===== src/rtl/tpc_noc_ingress.sv =====
// Purpose    : multi-channel NoC RX front end; per-channel FIFOs, round-robin pop, routes beats to IMEM or SRAM.
// Latency    : beat accepted at edge E is popped at edge E+1; imem_we / sram_valid high in the cycle after E+1.
// Backpressure: rx_ready[c] = FIFO c not full; SRAM stall holds the request and blocks only data heads.
//
// Ports:
//   clk, rst                       rising-edge clock, asynchronous active-high reset
//   rx_valid/rx_ready/rx_is_instr  per-channel handshake and beat type
//   rx_addr, rx_data               per-channel address/data, channel c at [c*W +: W]
//   imem_we/imem_addr/imem_wdata   one-cycle instruction memory write
//   sram_valid/sram_ready          data write request with valid/ready handshake
//   sram_addr/sram_wdata           data write address/word, held while stalled
//   busy                           any FIFO non-empty or an SRAM request outstanding
//   err_range, err_clr             sticky out-of-range instruction drop flag and its clear
//   instr_count, data_count        wrapping counts of instruction writes / accepted data writes

// Generic synchronous FIFO with registered pointers and unregistered read port.
// Latency: push visible at dout the cycle after the push edge when empty.
// Backpressure: push ignored while full, pop ignored while empty.
module tpc_noc_ingress_fifo #(
   parameter int W     = 8,
   parameter int DEPTH = 4
) (
   input  logic         clk,
   input  logic         rst,
   input  logic         push,
   input  logic         pop,
   input  logic [W-1:0] din,
   output logic [W-1:0] dout,
   output logic         full,
   output logic         empty
);
   localparam int AW = $clog2(DEPTH);

   logic [W-1:0] mem [DEPTH];
   // One extra pointer bit distinguishes full from empty.
   logic [AW:0]  wr_ptr;
   logic [AW:0]  rd_ptr;

   assign empty = (wr_ptr == rd_ptr);
   assign full  = (wr_ptr[AW] != rd_ptr[AW]) && (wr_ptr[AW-1:0] == rd_ptr[AW-1:0]);
   assign dout  = mem[rd_ptr[AW-1:0]];

   // Storage carries no reset; only the pointers define validity.
   always_ff @(posedge clk) begin
      if (push && !full) begin
         mem[wr_ptr[AW-1:0]] <= din;
      end
   end

   always_ff @(posedge clk or posedge rst) begin
      if (rst) begin
         wr_ptr <= '0;
         rd_ptr <= '0;
      end else begin
         if (push && !full) begin
            wr_ptr <= wr_ptr + (AW+1)'(1);
         end
         if (pop && !empty) begin
            rd_ptr <= rd_ptr + (AW+1)'(1);
         end
      end
   end
endmodule

module tpc_noc_ingress #(
   parameter int DATA_W     = 256,
   parameter int ADDR_W     = 20,
   parameter int INSTR_W    = 128,
   parameter int IMEM_DEPTH = 256,
   parameter int NUM_CH     = 2,
   parameter int FIFO_DEPTH = 4,
   parameter int CNT_W      = 16
) (
   input  logic                          clk,
   input  logic                          rst,
   input  logic [NUM_CH-1:0]             rx_valid,
   output logic [NUM_CH-1:0]             rx_ready,
   input  logic [NUM_CH-1:0]             rx_is_instr,
   input  logic [NUM_CH*ADDR_W-1:0]      rx_addr,
   input  logic [NUM_CH*DATA_W-1:0]      rx_data,
   output logic                          imem_we,
   output logic [$clog2(IMEM_DEPTH)-1:0] imem_addr,
   output logic [INSTR_W-1:0]            imem_wdata,
   output logic                          sram_valid,
   input  logic                          sram_ready,
   output logic [ADDR_W-1:0]             sram_addr,
   output logic [DATA_W-1:0]             sram_wdata,
   output logic                          busy,
   output logic                          err_range,
   input  logic                          err_clr,
   output logic [CNT_W-1:0]              instr_count,
   output logic [CNT_W-1:0]              data_count
);
   localparam int IA_W  = $clog2(IMEM_DEPTH);
   localparam int ENT_W = 1 + ADDR_W + DATA_W;
   localparam int PTR_W = (NUM_CH > 1) ? $clog2(NUM_CH) : 1;
   // Limit is one bit wider than the address so IMEM_DEPTH = 2^ADDR_W still compares correctly.
   localparam logic [ADDR_W:0] IMEM_LIM = (ADDR_W+1)'(IMEM_DEPTH);

   logic [ENT_W-1:0]  fifo_din  [NUM_CH];
   logic [ENT_W-1:0]  fifo_dout [NUM_CH];
   logic [NUM_CH-1:0] fifo_full;
   logic [NUM_CH-1:0] fifo_empty;
   logic [NUM_CH-1:0] fifo_push;
   logic [NUM_CH-1:0] fifo_pop;
   logic [NUM_CH-1:0] eligible;

   // Holds rx_ready low while rst is high and for the edge that releases it.
   logic              ready_en;

   logic [PTR_W-1:0]  rr_ptr;
   logic              grant_vld;
   logic [PTR_W-1:0]  grant_idx;
   int                rr_idx;

   logic [ENT_W-1:0]  sel_ent;
   logic              sel_instr;
   logic [ADDR_W-1:0] sel_addr;
   logic [DATA_W-1:0] sel_data;
   logic              addr_ok;
   logic              err_set;

   assign rx_ready  = {NUM_CH{ready_en}} & ~fifo_full;
   assign fifo_push = rx_valid & rx_ready;

   for (genvar c = 0; c < NUM_CH; c++) begin : g_ch
      assign fifo_din[c] = {rx_is_instr[c], rx_addr[c*ADDR_W +: ADDR_W], rx_data[c*DATA_W +: DATA_W]};

      tpc_noc_ingress_fifo #(
         .W     (ENT_W),
         .DEPTH (FIFO_DEPTH)
      ) u_fifo (
         .clk   (clk),
         .rst   (rst),
         .push  (fifo_push[c]),
         .pop   (fifo_pop[c]),
         .din   (fifo_din[c]),
         .dout  (fifo_dout[c]),
         .full  (fifo_full[c]),
         .empty (fifo_empty[c])
      );

      // A data head may only issue into an empty output register or one being drained this edge;
      // instruction heads never wait, so SRAM stalls cannot starve them.
      assign eligible[c] = !fifo_empty[c] && (fifo_dout[c][ENT_W-1] || !sram_valid || sram_ready);
   end

   // Round-robin search starting at rr_ptr, first eligible channel wins.
   always_comb begin
      grant_vld = 1'b0;
      grant_idx = '0;
      rr_idx    = 0;
      for (int i = 0; i < NUM_CH; i++) begin
         rr_idx = int'(rr_ptr) + i;
         if (rr_idx >= NUM_CH) begin
            rr_idx = rr_idx - NUM_CH;
         end
         if (!grant_vld && eligible[rr_idx]) begin
            grant_vld = 1'b1;
            grant_idx = PTR_W'(rr_idx);
         end
      end
   end

   always_comb begin
      sel_ent  = '0;
      fifo_pop = '0;
      for (int c = 0; c < NUM_CH; c++) begin
         if (grant_vld && (grant_idx == PTR_W'(c))) begin
            sel_ent     = fifo_dout[c];
            fifo_pop[c] = 1'b1;
         end
      end
   end

   assign sel_instr = sel_ent[ENT_W-1];
   assign sel_addr  = sel_ent[DATA_W +: ADDR_W];
   assign sel_data  = sel_ent[DATA_W-1:0];
   assign addr_ok   = ({1'b0, sel_addr} < IMEM_LIM);
   assign err_set   = grant_vld && sel_instr && !addr_ok;

   assign busy = (|(~fifo_empty)) || sram_valid;

   always_ff @(posedge clk or posedge rst) begin
      if (rst) begin
         ready_en <= 1'b0;
         rr_ptr   <= '0;
      end else begin
         ready_en <= 1'b1;
         if (grant_vld) begin
            if (grant_idx == PTR_W'(NUM_CH-1)) begin
               rr_ptr <= '0;
            end else begin
               rr_ptr <= grant_idx + PTR_W'(1);
            end
         end
      end
   end

   always_ff @(posedge clk or posedge rst) begin
      if (rst) begin
         imem_we     <= 1'b0;
         imem_addr   <= '0;
         imem_wdata  <= '0;
         sram_valid  <= 1'b0;
         sram_addr   <= '0;
         sram_wdata  <= '0;
         err_range   <= 1'b0;
         instr_count <= '0;
         data_count  <= '0;
      end else begin
         imem_we <= 1'b0;

         if (imem_we) begin
            instr_count <= instr_count + CNT_W'(1);
         end

         // Completion first; a data pop on the same edge below re-asserts sram_valid.
         if (sram_valid && sram_ready) begin
            data_count <= data_count + CNT_W'(1);
            sram_valid <= 1'b0;
         end

         if (grant_vld) begin
            if (sel_instr) begin
               if (addr_ok) begin
                  imem_we    <= 1'b1;
                  imem_addr  <= sel_addr[IA_W-1:0];
                  imem_wdata <= sel_data[INSTR_W-1:0];
               end
            end else begin
               sram_valid <= 1'b1;
               sram_addr  <= sel_addr;
               sram_wdata <= sel_data;
            end
         end

         if (err_set) begin
            err_range <= 1'b1;
         end else if (err_clr) begin
            err_range <= 1'b0;
         end
      end
   end
endmodule


===== config.mk =====
export PLATFORM = sky130hd
export DESIGN_NAME = tpc_noc_ingress
export DESIGN_NICKNAME = d
export VERILOG_FILES = /design/src/rtl/tpc_noc_ingress.sv
export SDC_FILE = /design/constraint.sdc
export NUM_CORES = 2
export LEC_CHECK = 0
export CAP_MARGIN = 10
export CORE_ASPECT_RATIO = 0.75
export CORE_MARGIN = 2
export CORE_UTILIZATION = 57
export CTS_CLUSTER_DIAMETER = 100
export DETAILED_ROUTE_END_ITERATION = 10
export PLACE_DENSITY = 0.87
export SYNTH_ARGS = -nofsm -noshare
export SYNTH_HDL_FRONTEND = slang
export SYNTH_SLANG_ARGS = --single-unit
export TNS_END_PERCENT = 20

===== constraint.sdc =====
create_clock -name clk -period 21.7 [get_ports clk]
set_input_delay 3.255 -clock clk [delete_from_list [all_inputs] [get_ports clk]]
set_output_delay 3.255 -clock clk [all_outputs]
set_load 0.03 [all_outputs]

==> results.rst <==
.. list-table::
   :header-rows: 1

   * - Metric
     - Value
   * - Remaining antenna violation count
     - 0
   * - Critical path data required time
     - 18.45 ns
   * - Destination of the worst hold path
     - instr_count[15]
   * - Period minus WS final
     - 7.07 ns
   * - Peak supply drop
     - 192 uV
   * - TritonCTS clock tree
     - built
   * - Total iterations of the first detailed-routing run
     - 6
   * - Pint
     - 0.0117 W
   * - Synthesized area per cell
     - 20.6 um^2
   * - Cell family contributing the most delay on the critical path
     - flip-flops
   * - Clock group share of total power
     - 0.224
   * - Sequential cell fraction of total power
     - 0.378
   * - Cell count of the worst reg-to-reg path
     - 10
   * - Overall power of the completed layout
     - 0.0190 W
   * - Critical hold path startpoint
     - instr_count[15]
   * - Number of register bits inferred by synthesis
     - 2677
   * - Critical setup path kind
     - register to output port
   * - Largest net degree at the start of global routing
     - 204
   * - Wire length per cell after detailed routing
     - 33.3 um
   * - Nature of the critical path endpoint
     - output port
   * - Full die area
     - 177000 um^2
   * - Vias in the first global route
     - 56499
   * - Antenna violations before repair
     - 118
   * - Clock root buffer
     - sky130_fd_sc_hd__clkbuf_16
   * - Total area of sequential cells
     - 78100 um^2
   * - Part of the total power dissipated in combinational logic
     - 0.398
   * - Count of cells along the worst hold path
     - 1
   * - Clock buffer count from CTS
     - 230
   * - Tightest Pin Transition
     - 1.24 ns
   * - Cell area after placement
     - 111000 um^2
   * - Fraction of registers with async set or reset after synthesis
     - 0.172
   * - Count of clock tree sinks
     - 2677
   * - # IOs
     - 1010
   * - Number of violations reported at the end of detailed-routing iteration 0
     - 8044
   * - Top post-synthesis cells by count
     - sky130_fd_sc_hd__edfxtp_1, sky130_fd_sc_hd__mux4_2, sky130_fd_sc_hd__a21oi_1, sky130_fd_sc_hd__dfrtp_1, sky130_fd_sc_hd__nor2_1
   * - Net count after synthesis
     - 5361
   * - Largest buffer count on any clock path
     - 3
   * - Worst path buffer plus inverter count
     - 1
   * - Number of violations of the max-capacitance limit
     - 0
   * - Largest area contributor in the synthesized netlist
     - sky130_fd_sc_hd__edfxtp_1
   * - Number of nets at the end of the flow
     - 6398
   * - Max Clock Freq
     - 0.141 GHz
   * - PwrDens
     - 159 nW/um^2
   * - Max incr delay on CP
     - 0.98 ns
   * - Row Count
     - 132
   * - Share of layout cells above drive strength 1
     - 0.170
   * - Highest fanout seen on the critical path
     - 37
   * - Critical Path AT
     - 3.81 ns
   * - Switch Pwr
     - 0.00733 W
   * - Fill cells
     - 9631
   * - Switching Share
     - 0.386
   * - Leftover overflow at the end of global routing
     - 0
   * - Min-delay worst type
     - register to register
   * - Combined area of the multi-input logic cells
     - 19500 um^2
   * - Max-slew violation count
     - 0
   * - Startpoint of the lowest-slack register-to-register path
     - g_ch[1].u_fifo.rd_ptr[1]
   * - Setup violators final
     - 0
   * - Area Overhead vs Synth
     - 20.8%
   * - Area share of the largest cell type after synthesis
     - 0.673
   * - Core Area
     - 172000 um^2
   * - Setup Fix Bufs, Post-CTS
     - 0
   * - Number of synthesized flops with an enable pin
     - 2216
   * - Yosys Warn Count
     - 0
   * - Reported leakage power
     - 39.6 nW
   * - R2r setup slk
     - 15.62 ns
   * - Average vias per placed instance
     - 6.66
   * - Clock H-tree levels
     - 4
   * - Proportion of synthesized chip area in sequential cells
     - 0.790
   * - Synth top area cells
     - sky130_fd_sc_hd__edfxtp_1, sky130_fd_sc_hd__mux4_2, sky130_fd_sc_hd__dfrtp_1, sky130_fd_sc_hd__a21oi_1, sky130_fd_sc_hd__a22oi_1
   * - Most repeated cell in the gate-level netlist after synthesis
     - sky130_fd_sc_hd__edfxtp_1
   * - Syn Inst Count
     - 4789
   * - Critical path's slowest cell
     - sky130_fd_sc_hd__dfrtp_4
   * - Clock Latency Late Sink
     - 0.87 ns
   * - Cell area after layout
     - 119000 um^2
   * - Chip Height
     - 365 um
   * - Final wirelength
     - 281 mm
   * - Gates resized, CTS repair
     - 0
   * - Cell area after synthesis
     - 98900 um^2
   * - RSZ-0062 raised after global routing
     - false
   * - Pre-CTS setup slack
     - 14.22 ns
   * - Post-route clock period utilization
     - 0.326
   * - Critical Path, Cell by Cell
     - xor2_1 > nor2_1 > a21boi_0 > clkdlybuf4s50_1
   * - DPL Wire Length
     - 158 mm
   * - Total GRT Usage
     - 0.312
   * - Top_reg_cell synth
     - sky130_fd_sc_hd__edfxtp_1
   * - Post-route clock skew
     - 0.0734 ns
   * - Setup Total Neg Slack
     - 0 ns
   * - Setup slack of the critical path after layout
     - 14.63 ns
   * - Library cells used by synthesis
     - 37
   * - Final RePlAce weighted congestion
     - 0.859
   * - Final hold slack
     - 0.489 ns
   * - Global-route wire length before repair
     - 399 mm
   * - Initial Util
     - 0.574
   * - DRC violation count after routing
     - 0
   * - Register clock-pin slew on the reported worst setup and hold paths
     - 0.07 ns
   * - Die X
     - 485 um
   * - Result of the run
     - finished, final reports clean
   * - Final number of hold-violating endpoints
     - 0
   * - Max transition margin
     - 0.170
   * - Crit start category
     - register
   * - Vias
     - 56178
   * - Worst reg2reg path endpoint
     - imem_addr[5]
   * - IO Port Bufs
     - 1009
   * - Post-CTS Hold Fix Bufs
     - 0
area by class of cell:
class,instances,share of cell area
Sequential cell,2677,0.654
Multi-Input combinational cell,1813,0.164
Timing Repair Buffer,1097,0.0905
Clock buffer,312,0.0546
Tap cell,2278,0.0239
Clock inverter,125,0.0110
Antenna cell,123,0.00258
Inverter,7,0.000283
cells in the final DEF, fill, tap and decap left out, types with 3 or more instances in the layout:
cell type | synthesis | routed
sky130_fd_sc_hd__a22oi_1 | 277 | 276
sky130_fd_sc_hd__clkbuf_16 | 0 | 236
sky130_fd_sc_hd__mux4_2 | 554 | 554
sky130_fd_sc_hd__and3_1 | 11 | 3
sky130_fd_sc_hd__clkinvlp_4 | 0 | 7
sky130_fd_sc_hd__nand3_1 | 18 | 18
sky130_fd_sc_hd__clkinv_16 | 0 | 4
sky130_fd_sc_hd__xnor2_1 | 29 | 29
sky130_fd_sc_hd__mux2_2 | 6 | 6
sky130_fd_sc_hd__clkinv_1 | 0 | 34
sky130_fd_sc_hd__clkbuf_1 | 151 | 43
sky130_fd_sc_hd__inv_16 | 0 | 4
sky130_fd_sc_hd__dfrtp_4 | 0 | 4
sky130_fd_sc_hd__a21oi_1 | 550 | 549
sky130_fd_sc_hd__ha_1 | 12 | 12
sky130_fd_sc_hd__bufinv_16 | 0 | 19
sky130_fd_sc_hd__nor3_1 | 3 | 3
sky130_fd_sc_hd__buf_4 | 24 | 84
sky130_fd_sc_hd__nor2_1 | 285 | 285
sky130_fd_sc_hd__nand2b_1 | 4 | 4
sky130_fd_sc_hd__nand4_1 | 7 | 7
sky130_fd_sc_hd__inv_1 | 7 | 6
sky130_fd_sc_hd__inv_6 | 0 | 4
sky130_fd_sc_hd__clkinv_8 | 0 | 4
sky130_fd_sc_hd__buf_12 | 0 | 4
sky130_fd_sc_hd__clkdlybuf4s50_1 | 0 | 1009
sky130_fd_sc_hd__clkbuf_8 | 0 | 33
sky130_fd_sc_hd__clkinv_4 | 0 | 4
sky130_fd_sc_hd__clkinv_2 | 0 | 42
sky130_fd_sc_hd__edfxtp_1 | 2216 | 2216
sky130_fd_sc_hd__xor2_1 | 15 | 15
sky130_fd_sc_hd__diode_2 | 0 | 123
sky130_fd_sc_hd__nand2_1 | 19 | 19
sky130_fd_sc_hd__nor4_1 | 6 | 6
sky130_fd_sc_hd__and3_4 | 0 | 8
sky130_fd_sc_hd__dfrtp_1 | 461 | 457
power groups by stage:
| stage | combinational [W] | clock [W] | sequential (W) |
|---|---|---|---|
| after floorplan | 0.00400 | 0 | 0.00795 |
| after global placement | 0.00707 | 0 | 0.00715 |
| after detailed placement | 0.00734 | 0 | 0.00721 |
| after CTS | 0.00752 | 0.00427 | 0.00716 |
| after global routing | 0.00793 | 0.00446 | 0.00723 |
| final | 0.00757 | 0.00425 | 0.00718 |
per-stage QoR:
stage,std cells,util
3_3_place_gp,7872,0.646
4_1_cts,8309,0.691
3_5_place_dp,7872,0.646
6_report,8432,0.693
2_1_floorplan,4789,-
5_1_grt,8390,0.692
logic make-up (layout without fill, tap and decap cells):
| logic type | Yosys count | in the layout | share of synthesized area |
|---|---|---|---|
| DFF | 2677 | 2677 | 0.790 |
| muxes | 560 | 560 | 0.127 |
| and+or+nand+nor | 357 | 357 | 0.0147 |
| buffers and inverters | 299 | 1541 | 0.0135 |
| adders and majority gates | 12 | 12 | 0.00152 |
| AOI/OAI and AO/OA | 839 | 839 | 0.0499 |
| xor gates and xnor gates | 44 | 44 | 0.00390 |
| other | 1 | 124 | 0.0000379 |
worst max-delay path by stage:
| stage | start | end | slack (ns) | cells after the start |
|---|---|---|---|---|
| detailed placement | sram_ready | sram_wdata[3] | 14.22 | 9 |
| global placement | rx_valid[1] | g_ch[1].u_fifo.mem[3][206] | 14.30 | 5 |
| global route | g_ch[0].u_fifo.rd_ptr[0] | rx_ready[0] | 14.39 | 4 |
| CTS | g_ch[0].u_fifo.rd_ptr[0] | rx_ready[0] | 14.54 | 4 |
| finish | g_ch[0].u_fifo.rd_ptr[0] | rx_ready[0] | 14.63 | 4 |
| floorplan | rst | data_count[0] | 5.59 | 1 |
per-layer routing:
layer	vias to the layer above	wire, um	GRT usage	share of wire
li1	21773	-	-	-
met1	28836	92300	0.398	0.33
met2	4621	139000	0.502	0.50
met3	894	32200	0.0774	0.11
met4	54	16600	0.165	0.059
met5	-	362	0	0.0013
sequential cells by signal, indices dropped and copies added (netlist names):
register            cells
sram_wdata            256
ready_en                1
g_ch.u_fifo.mem      2216
sram_addr              20
imem_wdata            128
sram_valid              1
rr_ptr                  1
imem_addr               8
imem_we                 1
err_range               1
g_ch.u_fifo.wr_ptr      6
g_ch.u_fifo.rd_ptr      6
instr_count            16
data_count             16
worst register-to-register path: cells and delay by family (launching register included):
| family | cells | cell delay [ns] |
|---|---|---|
| and+or+nand+nor | 3 | 1.30 |
| DFF | 1 | 0.73 |
| AOI/OAI and AO/OA | 2 | 0.63 |
| muxes | 1 | 0.48 |
| buffers and inverters | 4 | 2.77 |
Power figures use the tool's default switching activity.
